### src/rtl/rv32m_divide_pkg.sv
// Shared encodings for the RV32M divide unit: funct3 opcodes, FSM states and
// the architectural constants for the divide-by-zero and overflow fast paths.
package rv32m_divide_pkg;

  localparam logic [2:0] F3_MUL    = 3'b000;
  localparam logic [2:0] F3_MULH   = 3'b001;
  localparam logic [2:0] F3_MULHSU = 3'b010;
  localparam logic [2:0] F3_MULHU  = 3'b011;
  localparam logic [2:0] F3_DIV    = 3'b100;
  localparam logic [2:0] F3_DIVU   = 3'b101;
  localparam logic [2:0] F3_REM    = 3'b110;
  localparam logic [2:0] F3_REMU   = 3'b111;

  typedef enum logic [1:0] {
    ST_IDLE = 2'd0,
    ST_CALC = 2'd1,
    ST_DONE = 2'd2
  } div_state_e;

  localparam logic [31:0] OVF_DIVIDEND = 32'h8000_0000;
  localparam logic [31:0] OVF_DIVISOR  = 32'hFFFF_FFFF;
  localparam logic [31:0] OVF_QUOTIENT = 32'h8000_0000;
  localparam logic [31:0] DBZ_QUOTIENT = 32'hFFFF_FFFF;

  function automatic logic [31:0] magnitude(input logic signed_op, input logic [31:0] v);
    return (signed_op && v[31]) ? 32'(-v) : v;
  endfunction

endpackage

### src/rtl/rv32m_divide_if.sv
// Decode-side request and ALU-side writeback signals of the divide unit.
interface rv32m_divide_if;
  logic        start;
  logic [2:0]  funct3;
  logic [31:0] a;
  logic [31:0] b;
  logic [4:0]  rd_in;
  logic        cancel;
  logic        stall;
  logic        busy;
  logic        extm_update_rd;
  logic [4:0]  extm_rd_idx;
  logic [31:0] extm_rd_val;

  modport master (
    output start, funct3, a, b, rd_in, cancel,
    input  stall, busy, extm_update_rd, extm_rd_idx, extm_rd_val
  );

  modport slave (
    input  start, funct3, a, b, rd_in, cancel,
    output stall, busy, extm_update_rd, extm_rd_idx, extm_rd_val
  );
endinterface

### src/rtl/rv32m_divide_div_step.sv
// One combinational restoring-division step: shift {rem, quo} left by one,
// trial-subtract the divisor, keep or restore, and shift in the quotient bit.
module rv32m_div_step (
  input  logic [32:0] rem_i,
  input  logic [31:0] quo_i,
  input  logic [31:0] divisor_i,
  output logic [32:0] rem_o,
  output logic [31:0] quo_o
);
  logic [33:0] shifted;
  logic [34:0] diff;

  always_comb begin
    shifted = {rem_i, quo_i[31]};
    diff    = {1'b0, shifted} - {3'b000, divisor_i};
    // diff[34] is the borrow: set means the trial subtraction went negative
    if (!diff[34]) begin
      rem_o = diff[32:0];
      quo_o = {quo_i[30:0], 1'b1};
    end else begin
      rem_o = shifted[32:0];
      quo_o = {quo_i[30:0], 1'b0};
    end
  end
endmodule

### src/rtl/rv32m_divide.sv
// RV32M DIV/DIVU/REM/REMU unit: radix-2^k restoring divider with fast paths,
// stalling decode while it iterates and writing back through the ALU ext-M port.
module rv32m_divide
  import rv32m_divide_pkg::*;
#(
  parameter int BITS_PER_CYCLE = 1
) (
  input  logic         clk,
  input  logic         reset,
  rv32m_divide_if.slave dif
);
  localparam int         N        = 32 / BITS_PER_CYCLE;
  localparam logic [4:0] CNT_INIT = 5'(N - 1);

  div_state_e  state_q, state_d;
  logic [4:0]  cnt_q, cnt_d;
  logic [32:0] rem_q, rem_d;
  logic [31:0] quo_q, quo_d;
  logic [31:0] dvs_q, dvs_d;
  logic [4:0]  rd_q, rd_d;
  logic        is_rem_q, is_rem_d;
  logic        neg_quo_q, neg_quo_d;
  logic        neg_rem_q, neg_rem_d;
  logic [31:0] res_q, res_d;
  logic [4:0]  idx_q, idx_d;

  logic        legal, signed_op, op_rem, accept, ovf;
  logic [31:0] quo_fin, rem_fin;
  logic [32:0] rem_chain [BITS_PER_CYCLE+1];
  logic [31:0] quo_chain [BITS_PER_CYCLE+1];

  assign rem_chain[0] = rem_q;
  assign quo_chain[0] = quo_q;

  for (genvar gi = 0; gi < BITS_PER_CYCLE; gi++) begin : g_step
    rv32m_div_step u_step (
      .rem_i     (rem_chain[gi]),
      .quo_i     (quo_chain[gi]),
      .divisor_i (dvs_q),
      .rem_o     (rem_chain[gi+1]),
      .quo_o     (quo_chain[gi+1])
    );
  end

  always_comb begin
    legal     = dif.funct3 inside {F3_DIV, F3_DIVU, F3_REM, F3_REMU};
    signed_op = (dif.funct3 == F3_DIV) || (dif.funct3 == F3_REM);
    op_rem    = (dif.funct3 == F3_REM) || (dif.funct3 == F3_REMU);
    accept    = (state_q == ST_IDLE) && dif.start && legal &&
                (dif.rd_in != 5'd0) && !dif.cancel;
    ovf       = signed_op && (dif.a == OVF_DIVIDEND) && (dif.b == OVF_DIVISOR);
    quo_fin   = neg_quo_q ? 32'(-quo_chain[BITS_PER_CYCLE]) : quo_chain[BITS_PER_CYCLE];
    rem_fin   = neg_rem_q ? 32'(-rem_chain[BITS_PER_CYCLE][31:0])
                          : rem_chain[BITS_PER_CYCLE][31:0];
  end

  always_comb begin
    state_d   = state_q;
    cnt_d     = cnt_q;
    rem_d     = rem_q;
    quo_d     = quo_q;
    dvs_d     = dvs_q;
    rd_d      = rd_q;
    is_rem_d  = is_rem_q;
    neg_quo_d = neg_quo_q;
    neg_rem_d = neg_rem_q;
    res_d     = res_q;
    idx_d     = idx_q;
    unique case (state_q)
      ST_IDLE: begin
        if (accept) begin
          rd_d      = dif.rd_in;
          is_rem_d  = op_rem;
          neg_quo_d = signed_op && (dif.a[31] ^ dif.b[31]) && (dif.b != 32'd0);
          neg_rem_d = signed_op && dif.a[31];
          dvs_d     = magnitude(signed_op, dif.b);
          if (dif.b == 32'd0) begin
            res_d   = op_rem ? dif.a : DBZ_QUOTIENT;
            idx_d   = dif.rd_in;
            state_d = ST_DONE;
          end else if (ovf) begin
            res_d   = op_rem ? 32'd0 : OVF_QUOTIENT;
            idx_d   = dif.rd_in;
            state_d = ST_DONE;
          end else begin
            rem_d   = 33'd0;
            quo_d   = magnitude(signed_op, dif.a);
            cnt_d   = CNT_INIT;
            state_d = ST_CALC;
          end
        end
      end
      ST_CALC: begin
        rem_d = rem_chain[BITS_PER_CYCLE];
        quo_d = quo_chain[BITS_PER_CYCLE];
        cnt_d = cnt_q - 5'd1;
        if (cnt_q == 5'd0) begin
          res_d   = is_rem_q ? rem_fin : quo_fin;
          idx_d   = rd_q;
          state_d = ST_DONE;
        end
      end
      ST_DONE: state_d = ST_IDLE;
      default: state_d = ST_IDLE;
    endcase
    // An aborted operation must leave the previous writeback values untouched
    if (dif.cancel) begin
      state_d = ST_IDLE;
      res_d   = res_q;
      idx_d   = idx_q;
    end
  end

  always_ff @(posedge clk) begin
    if (reset) begin
      state_q <= ST_IDLE;
      cnt_q   <= 5'd0;
      res_q   <= 32'd0;
      idx_q   <= 5'd0;
    end else begin
      state_q <= state_d;
      cnt_q   <= cnt_d;
      res_q   <= res_d;
      idx_q   <= idx_d;
    end
  end

  always_ff @(posedge clk) begin
    rem_q     <= rem_d;
    quo_q     <= quo_d;
    dvs_q     <= dvs_d;
    rd_q      <= rd_d;
    is_rem_q  <= is_rem_d;
    neg_quo_q <= neg_quo_d;
    neg_rem_q <= neg_rem_d;
  end

  assign dif.stall          = accept || (state_q == ST_CALC);
  assign dif.busy           = (state_q != ST_IDLE);
  assign dif.extm_update_rd = (state_q == ST_DONE) && !dif.cancel;
  assign dif.extm_rd_idx    = idx_q;
  assign dif.extm_rd_val    = res_q;
endmodule

### src/flat_wrapper.sv
// flat-port wrapper written by rule: the top's interface ports become plain ports
module rv32m_divide_flat import rv32m_divide_pkg::*;
#(
  parameter int BITS_PER_CYCLE = 1
)
  (clk, reset, dif_start, dif_funct3, dif_a, dif_b, dif_rd_in, dif_cancel, dif_stall, dif_busy, dif_extm_update_rd, dif_extm_rd_idx, dif_extm_rd_val);
  rv32m_divide_if dif_i ();
  input  logic clk;
  input  logic reset;
  input wire logic [$bits(dif_i.start)-1:0] dif_start;
  input wire logic [$bits(dif_i.funct3)-1:0] dif_funct3;
  input wire logic [$bits(dif_i.a)-1:0] dif_a;
  input wire logic [$bits(dif_i.b)-1:0] dif_b;
  input wire logic [$bits(dif_i.rd_in)-1:0] dif_rd_in;
  input wire logic [$bits(dif_i.cancel)-1:0] dif_cancel;
  output wire logic [$bits(dif_i.stall)-1:0] dif_stall;
  output wire logic [$bits(dif_i.busy)-1:0] dif_busy;
  output wire logic [$bits(dif_i.extm_update_rd)-1:0] dif_extm_update_rd;
  output wire logic [$bits(dif_i.extm_rd_idx)-1:0] dif_extm_rd_idx;
  output wire logic [$bits(dif_i.extm_rd_val)-1:0] dif_extm_rd_val;
  assign dif_i.start = dif_start;
  assign dif_i.funct3 = dif_funct3;
  assign dif_i.a = dif_a;
  assign dif_i.b = dif_b;
  assign dif_i.rd_in = dif_rd_in;
  assign dif_i.cancel = dif_cancel;
  assign dif_stall = dif_i.stall;
  assign dif_busy = dif_i.busy;
  assign dif_extm_update_rd = dif_i.extm_update_rd;
  assign dif_extm_rd_idx = dif_i.extm_rd_idx;
  assign dif_extm_rd_val = dif_i.extm_rd_val;
  rv32m_divide #(.BITS_PER_CYCLE(BITS_PER_CYCLE)) u_core (.clk(clk), .reset(reset), .dif(dif_i));
endmodule
### config.mk
export PLATFORM = sky130hd
export DESIGN_NAME = rv32m_divide_flat
export DESIGN_NICKNAME = d
export VERILOG_FILES = /design/src/rtl/rv32m_divide_pkg.sv /design/src/rtl/rv32m_divide_if.sv /design/src/rtl/rv32m_divide_div_step.sv /design/src/rtl/rv32m_divide.sv /design/src/flat_wrapper.sv
export SDC_FILE = /design/constraint.sdc
export NUM_CORES = 1
export LEC_CHECK = 0
export BUFFER_PORTS_ARGS = -buffer_cell sky130_fd_sc_hd__buf_2
export CAP_MARGIN = 20
export CORE_MARGIN = 2
export CORE_UTILIZATION = 39
export CTS_CLUSTER_DIAMETER = 120
export DETAILED_ROUTE_END_ITERATION = 7
export MAX_ROUTING_LAYER = met4
export PLACE_DENSITY = 0.52
export SYNTH_ARGS = -nofsm -noshare
export SYNTH_HDL_FRONTEND = slang
export SYNTH_SLANG_ARGS = --single-unit
### constraint.sdc
create_clock -name clk -period 6.3 [get_ports clk]
set_input_delay 0.315 -clock clk [delete_from_list [all_inputs] [get_ports clk]]
set_output_delay 0.315 -clock clk [all_outputs]
set_load 0.005 [all_outputs]
==> results.md <==
* Run status: complete, no violations
* Final Setup Violations at 0
* # diodes at 0
* Detailed Routing Iterations Pass 1 at 5
* CP max FO at 13
* CP max stage cell: nor4_4
* CTS tree: built
* Area added between synthesis and finish at 11.6%
* CTS root buf: clkbuf_16
* Mux cell area share after synthesis at 0.0284
* Startpoint types: flop
* Hold-fix buffers at CTS at 0
* Net Sw Frac at 0.310
* Routed length per placed instance at 20.4 um
* NumNets Final at 1,652
* Clock Latency Late Sink at 0.45 ns
* Crit path DAT at 5.57 ns
* Setup TNS at 0 ns
* Largest net degree at the start of global routing at 85
* Die W at 181 um
* CP Cell Sequence: inv_1, ha_1, fa_1, nand2b_1, a21oi_4, o21a_2, nor4_4, o21ai_4, inv_2, ha_1, inv_1, nor3b_1, nand4_1, nor2_1, nor4_1, a311o_1, or4b_1, mux2i_1, nor4_2
* # placed instances at 1,913
* Largest stage delay, worst path at 0.74 ns
* Post-synth EDFFs at 105
* Lkg Pwr at 5.00 nW
* XOR/XNOR Fraction of Synth Area at 0.0872
* Synthesized Nets at 1,582
* Antenna Nets Post-Route at 0
* Vias per cell at 5.85
* Comb power frac at 0.188
* DIE AREA at 32,800 um^2
* Fin crit period at 5.27 ns
* Vias in the first global route at 10,629
* Worst Max-Slew Pin Slew at 1.02 ns
* Mapped cell area at 12,200 um^2
* Post-CTS Setup Bufs at 0
* Layout cells sized above 1 at 0.141
* #FFs+latches synth at 149
* Compound-cell area share of the yosys netlist at 0.249
* Cell internal pwr at 1.83 mW
* Initial antenna violation count at 0
* Total number of vias at 11,380
* YS warnings at 0
* RSZ-0062 raised after global routing: no
* Max rail drop VDD at 0.000182 V
* Io pins at 116
* CTS Buffer Depth at 2
* Placement Cell Area at 13,100 um^2
* CTS resizes at 0
* Final hold vios at 0
* Layout Skew at 0.0133 ns
* Clock Pin Slew Worst Setup and Hold Paths at 0.08 ns
* Core Box Area at 30,700 um^2
* H-tree depth at 4
* Initial DRC Count at 966
* Crit end category: flop
* First-pass GRT wire length at 61,800 um
* DRC at 0
* Placed wire-length estimate at 30,300 um
* Die height at 181 um
* Routed WL at 39,700 um
* Grt ovf at 0
* Slew HR at 0.320
* Main combinational cell family by area after synthesis: compound AO/OA/AOI/OAI gates
* Post-synthesis cell type count at 91
* Clock power frac at 0.392
* Cell Count, Final, Fillers Out at 1,945
* CTS Buf Count at 17
* Switching pwr at 823 uW
* Row cnt at 64
* Total Routing Usage GR at 0.247
* P per Cell Area at 194 nW/um^2
* Seq/Total Area, Yosys at 0.329
* Simple-gate share of the synthesized area at 0.216
* Synth Area in Adders at 0.0415
* Clk sink count at 149
* Buffers & Inverters on Critical Path at 3
* Crit path kind: flop to flop
* Synth Instances at 1,466
* Top delay family on crit path: simple AND/OR/NAND/NOR gates
* Fillers at 3,147
* Slew Viols, Final at 0
* Port bufs at 115
* Top cells by area, synth: edfxtp_1 26%, dfxtp_1 7.2%, o21ai_0 5.1%, xnor2_1 5.0%, nor2_1 4.8%
* Async SR Flop Fraction at 0
* Tcrit/Tclk final at 0.837
* Seq pwr share at 0.420
* Avg Cell Area, Syn at 8.36 um^2
* Synth Flop Type: edfxtp_1
* Initial Util at 0.398
* Synth area leader: edfxtp_1
* CP Data Required Time at 6.60 ns
* Fmax at 0.190 GHz
* Design area at 13,700 um^2
* Hold Crit Class: input pin to flop
* Gpl congestion at 0.853
* MaxCap Viol Count at 0
* Area share of the largest cell type after synthesis at 0.257
[per-layer routing]
layer,vias to the layer above,share of wire,track usage
li1,5616,-,-
met3,31,0.038,0.0288
met4,0,0.015,0.0572
met1,5492,0.47,0.328
met2,241,0.48,0.406
met5,-,0,-
[state kept, by name, summed over array words and instances, names as in the netlist]
name	cells
u_core.rem_q	33
u_core.dif.extm_rd_val	32
u_core.dvs_q	32
u_core.quo_q	32
u_core.cnt_q	5
u_core.dif.extm_rd_idx	5
u_core.rd_q	5
u_core.state_q	2
u_core.is_rem_q	1
u_core.neg_quo_q	1
u_core.neg_rem_q	1
[cell usage in the layout, fill, tap and decap left out, types with 28 or more instances in the layout]
cell	instances
inv_1	59
mux2i_1	28
nor2_1	156
ha_1	39
nor3_1	40
o211ai_1	38
edfxtp_1	105
xnor2_1	70
xor2_1	52
buf_2	115
nand2_1	146
o21ai_0	124
dfxtp_1	44
a21oi_1	84
[metrics by stage]
stage	total power [mW]	utilization	setup slack, ns	hold slack (ns)
floorplan	1.47	-	1.48	0.393
global placement	1.63	0.426	1.27	0.475
detailed placement	1.63	0.426	1.17	0.476
CTS	2.67	0.445	1.15	0.0589
global route	2.77	0.445	0.635	0.0702
finish	2.65	0.445	1.03	0.0763
[synthesized netlist by cell type, types with 9 or more instances]
cell type,instances
or4_1,16
or3_1,15
nand2b_1,12
o21a_1,9
o41ai_1,15
inv_1,59
nor3_1,40
nor2b_1,12
o211ai_1,38
mux2i_1,28
and3_1,9
and2_1,17
nand3_1,24
nand2_1,147
a311oi_1,22
dfxtp_1,44
or2_2,9
a21oi_1,84
xor2_1,52
o21ai_0,124
a211oi_1,13
a31oi_1,21
xnor2_1,70
clkbuf_1,45
edfxtp_1,105
ha_1,39
buf_2,23
nor4_1,27
nor2_1,156
nand4_1,19
o31ai_1,26
[final cells by class]
| type | instances | area [um^2] | area share |
|---|---|---|---|
| timing repair buffer | 131 | 696 | 0.0509 |
| sequential | 149 | 4030 | 0.295 |
| tap | 396 | 495 | 0.0362 |
| multi-input combinational | 1177 | 7640 | 0.559 |
| clock inverter | 14 | 140 | 0.0102 |
| inverter | 60 | 225 | 0.0165 |
| clock buffer | 18 | 439 | 0.0321 |
[cells by family after synthesis]
group                    Yosys count
multiplexers                      34
AO/OA/AOI/OAI                    450
XOR/XNOR                         122
flip-flops                       149
AND/OR/NAND/NOR                  531
adder cells (fa/ha/maj)           40
buffers and inverters            140
[power groups by stage]
stage / Sequential (mW) / Combinational, mW / Clock, mW
3_5_place_dp: 1.14 / 0.496 / 0
4_1_cts: 1.11 / 0.499 / 1.06
6_report: 1.11 / 0.500 / 1.04
2_1_floorplan: 1.13 / 0.344 / 0
3_3_place_gp: 1.13 / 0.495 / 0
5_1_grt: 1.12 / 0.553 / 1.10
[final timing paths]
kind	start	endpoint	slack, ns	cells past startpoint
worst min-delay path	dif_rd_in[2]	u_core.rd_q[2]	0.08	1
worst max-delay path	u_core.quo_q[31]	u_core.dif.extm_rd_val[24]	1.03	19
worst max register to register	u_core.quo_q[31]	u_core.dif.extm_rd_val[24]	1.03	19
worst min register to register	u_core.dif.extm_rd_val[7]	u_core.dif.extm_rd_val[7]	0.49	2
[worst register-to-register path: stages, from the launching register on]
cell,delay (ns)
edfxtp_1,0.43
inv_1,0.10
ha_1,0.18
fa_1,0.21
nand2b_1,0.18
a21oi_4,0.11
o21a_2,0.29
nor4_4,0.74
o21ai_4,0.25
inv_2,0.12
ha_1,0.19
inv_1,0.09
nor3b_1,0.61
nand4_1,0.27
nor2_1,0.21
nor4_1,0.06
a311o_1,0.37
or4b_1,0.46
mux2i_1,0.18
nor4_2,0.07
(Power assumes the default switching activity.)
